<file path="src/rtl/rca_pkg.sv">
// Shared constants and result type for the ripple-carry adder.
package rca_pkg;

  localparam int RCA_DEFAULT_WIDTH = 4;

  // {cout, sum} at the default operand width.
  typedef logic [RCA_DEFAULT_WIDTH:0] rca_result_t;

endpackage

</file>
<file path="src/rtl/full_adder.sv">
// Single-bit full-adder cell; one instance per bit of the ripple chain.
module full_adder (
  input  logic a,
  input  logic b,
  input  logic cin,
  output logic s,
  output logic cout
);

  assign s    = a ^ b ^ cin;
  assign cout = (a & b) | (cin & (a ^ b));

endmodule

</file>
<file path="src/rtl/ripple_carry_adder.sv">
// Ripple-carry adder with a combinational result and a one-cycle registered copy.
// Define RCA_OVF_EN to add two's-complement overflow outputs ovf/ovf_q.
module ripple_carry_adder
  import rca_pkg::*;
#(
  parameter int WIDTH = RCA_DEFAULT_WIDTH
) (
  input  logic             clk,
  input  logic             rst_n,
  input  logic [WIDTH-1:0] a,
  input  logic [WIDTH-1:0] b,
  input  logic             cin,
  input  logic             in_valid,
  output logic [WIDTH-1:0] sum,
  output logic             cout,
  output logic [WIDTH-1:0] sum_q,
  output logic             cout_q,
  output logic             out_valid
`ifdef RCA_OVF_EN
  ,
  output logic             ovf,
  output logic             ovf_q
`endif
);

  // carry[i] enters bit i; carry[WIDTH] is the final carry out.
  logic [WIDTH:0] carry;

  assign carry[0] = cin;

  for (genvar i = 0; i < WIDTH; i++) begin : g_cell
    full_adder u_fa (
      .a   (a[i]),
      .b   (b[i]),
      .cin (carry[i]),
      .s   (sum[i]),
      .cout(carry[i+1])
    );
  end

  assign cout = carry[WIDTH];

  // NOTE: non-blocking assignments keep every register sampling pre-edge values.
  always_ff @(posedge clk or negedge rst_n) begin
    if (!rst_n) begin
      sum_q     <= '0;
      cout_q    <= 1'b0;
      out_valid <= 1'b0;
    end else begin
      out_valid <= in_valid;
      if (in_valid) begin
        sum_q  <= sum;
        cout_q <= cout;
      end
    end
  end

`ifdef RCA_OVF_EN
  // Signed overflow: carry into the sign bit disagrees with carry out of it.
  assign ovf = carry[WIDTH-1] ^ carry[WIDTH];

  always_ff @(posedge clk or negedge rst_n) begin
    if (!rst_n) begin
      ovf_q <= 1'b0;
    end else if (in_valid) begin
      ovf_q <= ovf;
    end
  end
`endif

endmodule

</file>
<file path="config.mk">
export PLATFORM = sky130hd
export DESIGN_NAME = ripple_carry_adder
export DESIGN_NICKNAME = d
export VERILOG_FILES = /design/src/rtl/rca_pkg.sv /design/src/rtl/full_adder.sv /design/src/rtl/ripple_carry_adder.sv
export SDC_FILE = /design/constraint.sdc
export NUM_CORES = 1
export LEC_CHECK = 0
export CELL_PAD_IN_SITES_DETAIL_PLACEMENT = 1
export CELL_PAD_IN_SITES_GLOBAL_PLACEMENT = 1
export CORE_AREA = 3 3 42 44
export DETAILED_ROUTE_END_ITERATION = 10
export DIE_AREA = 0 0 45 47
export PLACE_DENSITY_LB_ADDON = 0.05
export SYNTH_ARGS = -nofsm -noshare
export SYNTH_HDL_FRONTEND = slang
export SYNTH_SLANG_ARGS = --single-unit
</file>
<file path="constraint.sdc">
create_clock -name clk -period 9 [get_ports clk]
set_input_delay 2.25 -clock clk [delete_from_list [all_inputs] [get_ports clk]]
set_output_delay 2.25 -clock clk [all_outputs]
set_load 0.02 [all_outputs]
</file>
==> flow_metrics.env, run 1 <==
export IMPL_vias_per_cell=3.941
export IMPL_clk_path_buf_depth=2
export IMPL_synth_xor_area_share_pct=0
export IMPL_gp_congestion=0.6625
export IMPL_period_share_pct=79.32
export IMPL_status="completed"
export IMPL_cts_inserted_buffers=3
export IMPL_ys_ff_latch=6
export IMPL_switching_power_uw=33.21
export IMPL_cts_resized=0
export IMPL_wire_per_inst_um=12.10
export IMPL_crit_chain="clkdlybuf4s50_1 -> inv_1 -> fa_1 -> inv_1 -> fa_1 -> fa_1 -> inv_1 -> fa_1 -> inv_1 -> clkdlybuf4s50_1"
export IMPL_insertion_delay_ns=0.24
export IMPL_ys_types=8
export IMPL_synth_seq_area_share_pct=40.40
export IMPL_worst_path_buf_inv=6
export IMPL_nets=70
export IMPL_crit_family="adder cells"
export IMPL_clk_pin_slew_worst_paths_ns=0.04
export IMPL_cts_tree="yes"
export IMPL_synthMuxAreaShare_pct=12.12
export IMPL_min_path_type="reg -> reg"
export IMPL_synth_top_cell_by_area="dfrtp_1"
export IMPL_cts_sinks=6
export IMPL_antenna_found_initial=0
export IMPL_start_util_pct=25.26
export IMPL_area_growth_pct=59.60
export IMPL_fp_dieW_um=45
export IMPL_synth_cells=32
export IMPL_fmax_ghz=0.1401
export IMPL_rsz0062_at_grt="false"
export IMPL_crit_type="in -> out"
export IMPL_postRouteAntennaNets=0
export IMPL_finClkSkew_ns=0
export IMPL_p_int_uw=71.44
export IMPL_core_rowCount=14
export IMPL_synth_top_cell_area_share_pct=40.40
export IMPL_setup_worst_path_end="sum[3]"
export IMPL_synth_nets=48
export IMPL_relSlewSlack_pct=76.57
export IMPL_final_area_um2=593.1
export IMPL_overflow=0
export IMPL_synth_area_per_cell_um2=11.61
export IMPL_dieArea_um2=2115
export IMPL_synth_top_family_by_area="adder cells"
export IMPL_hpwlAfterDp_um=709.1
export IMPL_drive_gt1_share_pct=11.54
export IMPL_pwr_share_seq_pct=32.6
export IMPL_finalHoldViolCount=0
export IMPL_synth_fa_ha_area_share_pct=21.55
export IMPL_hold_ws_ns=0.5185
export IMPL_rr_endpoint="cout_q"
export IMPL_leakage_nw=0.2827
export IMPL_grt_max_degree=9
export IMPL_crit_path_max_fanout=2
export IMPL_finalSetupTns_ns=0
export IMPL_setup_violations=0
export IMPL_cts_setup_buffers=0
export IMPL_drt_pass1_iterations=2
export IMPL_postPlaceCellArea_um2=570.5
export IMPL_synthTopCellsByArea="dfrtp_1 40%, fa_1 22%, mux2_4 12%, inv_1 10%, buf_4 8.1%"
export IMPL_gr_usage_all_layers_pct=10.80
export IMPL_r2r_start="cout_q"
export IMPL_period_needed_ns=7.139
export IMPL_port_buffers=22
export IMPL_irDropWorstVdd_v=0.00005368
export IMPL_synth_simple_area_share_pct=2.020
export IMPL_n_antenna_cell=0
export IMPL_drt_initial_drc_count=1
export IMPL_cp_end_kind="output pin"
export IMPL_ff2ff_path_depth=1
export IMPL_hold_buffers=0
export IMPL_tightest_slew_ns=0.3504
export IMPL_htreeDepth=1
export IMPL_cpPeakStageDelay_ns=0.62
export IMPL_sw_frac_of_total_pct=31.73
export IMPL_combinationalPowerShare_pct=43.6
export IMPL_cts_root_buffer="clkbuf_4"
export IMPL_required_ns=6.75
export IMPL_dr_total_vias=268
export IMPL_synth_compound_area_share_pct=2.694
export IMPL_worstSetupStartpoint="b[0]"
export IMPL_yosys_warnings=0
export IMPL_timing_reg2reg_setup_slack_ns=8.23
export IMPL_setup_slack_ns=1.861
export IMPL_p_per_area_nw_per_um2=176.5
export IMPL_clkPwrFrac_pct=23.8
export IMPL_synth_area_um2=371.6
export IMPL_drv_slew=0
export IMPL_grt_pass1_wl_um=1462
export IMPL_core_area_um2=1471
export IMPL_worstPathArrival_ns=4.89
export IMPL_cp_slowest_cell="clkdlybuf4s50_1"
export IMPL_grt_pass1_vias=333
export IMPL_preCtsSetupSlack_ns=1.824
export IMPL_wl_um=823
export IMPL_io_pins=23
export IMPL_crit_cells=10
export IMPL_die_height_um=47
export IMPL_drv_cap=0
export IMPL_drc_errors=0
export IMPL_start_kind="primary input"
export IMPL_finalCoreUtilization_pct=40.31
-- stage by stage --
step / power [mW] / cells
2_1_floorplan: 0.06097 / 32
3_3_place_gp: 0.07967 / 65
3_5_place_dp: 0.08118 / 65
4_1_cts: 0.1073 / 68
5_1_grt: 0.1133 / 68
6_report: 0.1047 / 68
-- Yosys cell counts --
cell type / instances
mux2_4: 3
buf_6: 1
fa_1: 4
nor2_1: 2
a21oi_1: 2
inv_1: 10
dfrtp_1: 6
buf_4: 4
-- power groups by stage --
stage	Combinational [mW]	Sequential [mW]	Clock, mW
4_1_cts	0.0467	0.0343	0.0263
2_1_floorplan	0.0211	0.0398	0
6_report	0.0456	0.0341	0.0249
3_3_place_gp	0.0455	0.0342	0
5_1_grt	0.0497	0.0348	0.0287
3_5_place_dp	0.0467	0.0345	0
-- sequential cells by signal, summed over array words and instances (netlist names) --
register   flops
cout_q         1
out_valid      1
sum_q          4
-- cells in the final DEF, fill, tap and decap left out --
master and count:
clkdlybuf4s50_1 22, inv_1 10, dfrtp_1 6, fa_1 4, mux2_4 3, clkbuf_4 3
nor2_1 2, a21oi_1 2
-- worst min-delay path by stage --
stage	from	end	depth (start not counted)
5_1_grt	sum_q[1]	sum_q[1]	1
6_report	sum_q[1]	sum_q[1]	1
3_5_place_dp	sum_q[2]	sum_q[2]	1
3_3_place_gp	sum_q[1]	sum_q[1]	1
4_1_cts	sum_q[2]	sum_q[2]	1
2_1_floorplan	sum_q[3]	sum_q[3]	2
-- final cells by class --
class	instances	area [um^2]
clock buffer	3	22.52
fill	181	878.3
inverter	10	37.54
multi-input combinational	11	142.6
sequential	6	150.1
tap	16	20.02
timing repair buffer	22	220.2
-- kinds of logic (layout without fill, tap and decap cells) --
group / Yosys count / count (layout)
AO/OA/AOI/OAI: 2 / 2
AND/OR/NAND/NOR: 2 / 2
adder cells (fa/ha/maj): 4 / 4
buffers and inverters: 15 / 35
multiplexers: 3 / 3
flip-flops: 6 / 6
-- metal layers --
layer | GRT usage, % | part of all wire (%) | vias to the layer above
li1 | - | - | 126
met1 | 8.255 | 32 | 130
met2 | 18.36 | 57 | 12
met3 | 8.812 | 11 | 0
met4 | 7.018 | 0 | 0
met5 | 0 | 0 | -
Power figures use the tool's default switching activity.
==> run 2: changes to the inputs <==
- CORE_AREA: 3 3 42 44 -> 3 3 48 45
- DIE_AREA: 0 0 45 47 -> 0 0 51 48
- clock period: 9 -> 6.2 ns (I/O delays scaled with it)
==> run 2 against run 1 <==
Effect of this change: register-to-register slack worse by 2.8 ns; clock power up 43%; die area up 16%.
==> flow_metrics.env, run 2 (same netlist as run 1, synthesis figures left out) <==
export IMPL_cts_setup_buffers=0
export IMPL_gr_usage_all_layers_pct=8.622
export IMPL_drv_cap=0
export IMPL_crit_path_max_fanout=2
export IMPL_largestRegisters="sum_q (4), cout_q (1), out_valid (1)"
export IMPL_drive_gt1_share_pct=11.54
export IMPL_n_antenna_cell=0
export IMPL_grt_pass1_vias=306
export IMPL_area_growth_pct=62.29
export IMPL_relSlewSlack_pct=75.42
export IMPL_cp_slowest_cell="clkdlybuf4s50_1"
export IMPL_antenna_found_initial=0
export IMPL_min_path_type="reg -> reg"
export IMPL_clk_pin_slew_worst_paths_ns=0.05
export IMPL_worstPathArrival_ns=4.18
export IMPL_irDropWorstVdd_v=0.00008765
export IMPL_cp_end_kind="output pin"
export IMPL_wl_um=815
export IMPL_start_util_pct=21.87
export IMPL_core_area_um2=1699
export IMPL_dp_cells=73
export IMPL_die_height_um=48
export IMPL_finalHoldViolCount=0
export IMPL_grt_max_degree=9
export IMPL_clk_path_buf_depth=2
export IMPL_gp_congestion=0.5922
export IMPL_drt_initial_drc_count=1
export IMPL_overflow=0
export IMPL_postRouteAntennaNets=0
export IMPL_setup_violations=0
export IMPL_cts_root_buffer="clkbuf_4"
export IMPL_period_share_pct=92.43
export IMPL_rsz0062_at_grt="false"
export IMPL_layout_commonest_cell="clkdlybuf4s50_1"
export IMPL_cts_inserted_buffers=3
export IMPL_finalSetupTns_ns=0
export IMPL_htreeDepth=1
export IMPL_status="completed"
export IMPL_dr_total_vias=273
export IMPL_cts_sinks=6
export IMPL_mostFrequentLayoutCells="22 x clkdlybuf4s50_1, 10 x inv_1, 6 x dfrtp_1"
export IMPL_crit_type="in -> out"
export IMPL_cpPeakStageDelay_ns=0.59
export IMPL_required_ns=4.65
export IMPL_cts_resized=0
export IMPL_worst_path_buf_inv=6
export IMPL_hold_buffers=0
export IMPL_wire_per_inst_um=10.72
export IMPL_crit_family="adder cells"
export IMPL_p_per_area_nw_per_um2=250.4
export IMPL_grt_pass1_wl_um=1380
export IMPL_cts_tree="yes"
export IMPL_start_kind="primary input"
export IMPL_drc_errors=0
export IMPL_nets=70
export IMPL_dieArea_um2=2448
export IMPL_largest_reg_flops=4
export IMPL_core_rowCount=14
export IMPL_finClkSkew_ns=0
export IMPL_instances_no_fill=76
export IMPL_fp_dieW_um=51
export IMPL_io_pins=23
export IMPL_crit_chain="clkdlybuf4s50_1 -> inv_1 -> fa_1 -> inv_1 -> fa_1 -> fa_1 -> inv_1 -> fa_1 -> inv_1 -> clkdlybuf4s50_1"
export IMPL_leakage_nw=0.2827
export IMPL_drv_slew=0
export IMPL_tightest_slew_ns=0.3676
export IMPL_vias_per_cell=3.592
export IMPL_fmax_ghz=0.1745
export IMPL_top_register="sum_q"
export IMPL_insertion_delay_ns=0.24
export IMPL_port_buffers=22
export IMPL_period_needed_ns=5.731
export IMPL_drt_pass1_iterations=2
-- run 2: worst paths after layout --
path                          start         to  slack [ns]  cells past startpoint
min                        sum_q[1]   sum_q[1]        0.51                      1
max reg2reg                  cout_q     cout_q        5.44                      1
max in group asynchronous     rst_n   sum_q[2]        4.42                      1
min in group asynchronous     rst_n  out_valid        1.55                      1
min reg2reg                sum_q[1]   sum_q[1]        0.51                      1
max                            a[0]     sum[3]        0.47                     10
-- run 2: per-stage QoR --
step / power (mW) / hold slack [ns] / setup slack (ns) / instance area [um^2] / util [%]
after CTS: 0.1559 / 0.5137 / 0.4182 / 603.1 / 35.49
after detailed placement: 0.1174 / 0.5039 / 0.4242 / 580.6 / 34.17
after global routing: 0.1638 / 0.5207 / 0.2859 / 603.1 / 35.49
after global placement: 0.1160 / 0.5007 / 0.4843 / 580.6 / 34.17
final: 0.1510 / 0.5104 / 0.4695 / 603.1 / 35.49
after floorplan: 0.08851 / 0.6184 / 1.453 / 371.6 / -
-- run 2: routing by layer --
layer	global-route usage (%)	share of wire, %
met1	9.074	40
met2	13.88	52
met3	5.919	8.7
met4	3.226	0
met5	0	0
-- run 2: layout make-up --
| class | instances | area, um^2 |
|---|---|---|
| inverter | 10 | 37.54 |
| tap | 24 | 30.03 |
| multi-input combinational | 11 | 142.6 |
| fill | 205 | 1096 |
| sequential | 6 | 150.1 |
| clock buffer | 3 | 22.52 |
| timing repair buffer | 22 | 220.2 |
-- run 2: power breakdown --
group	leakage (nW)	switching (mW)	internal (mW)	total, mW
combinational	0.200	0.0301	0.0361	0.0661
clock	0.0138	0.0138	0.0219	0.0357
sequential	0.0690	0.00339	0.0458	0.0492
total	0.283	0.0473	0.104	0.151
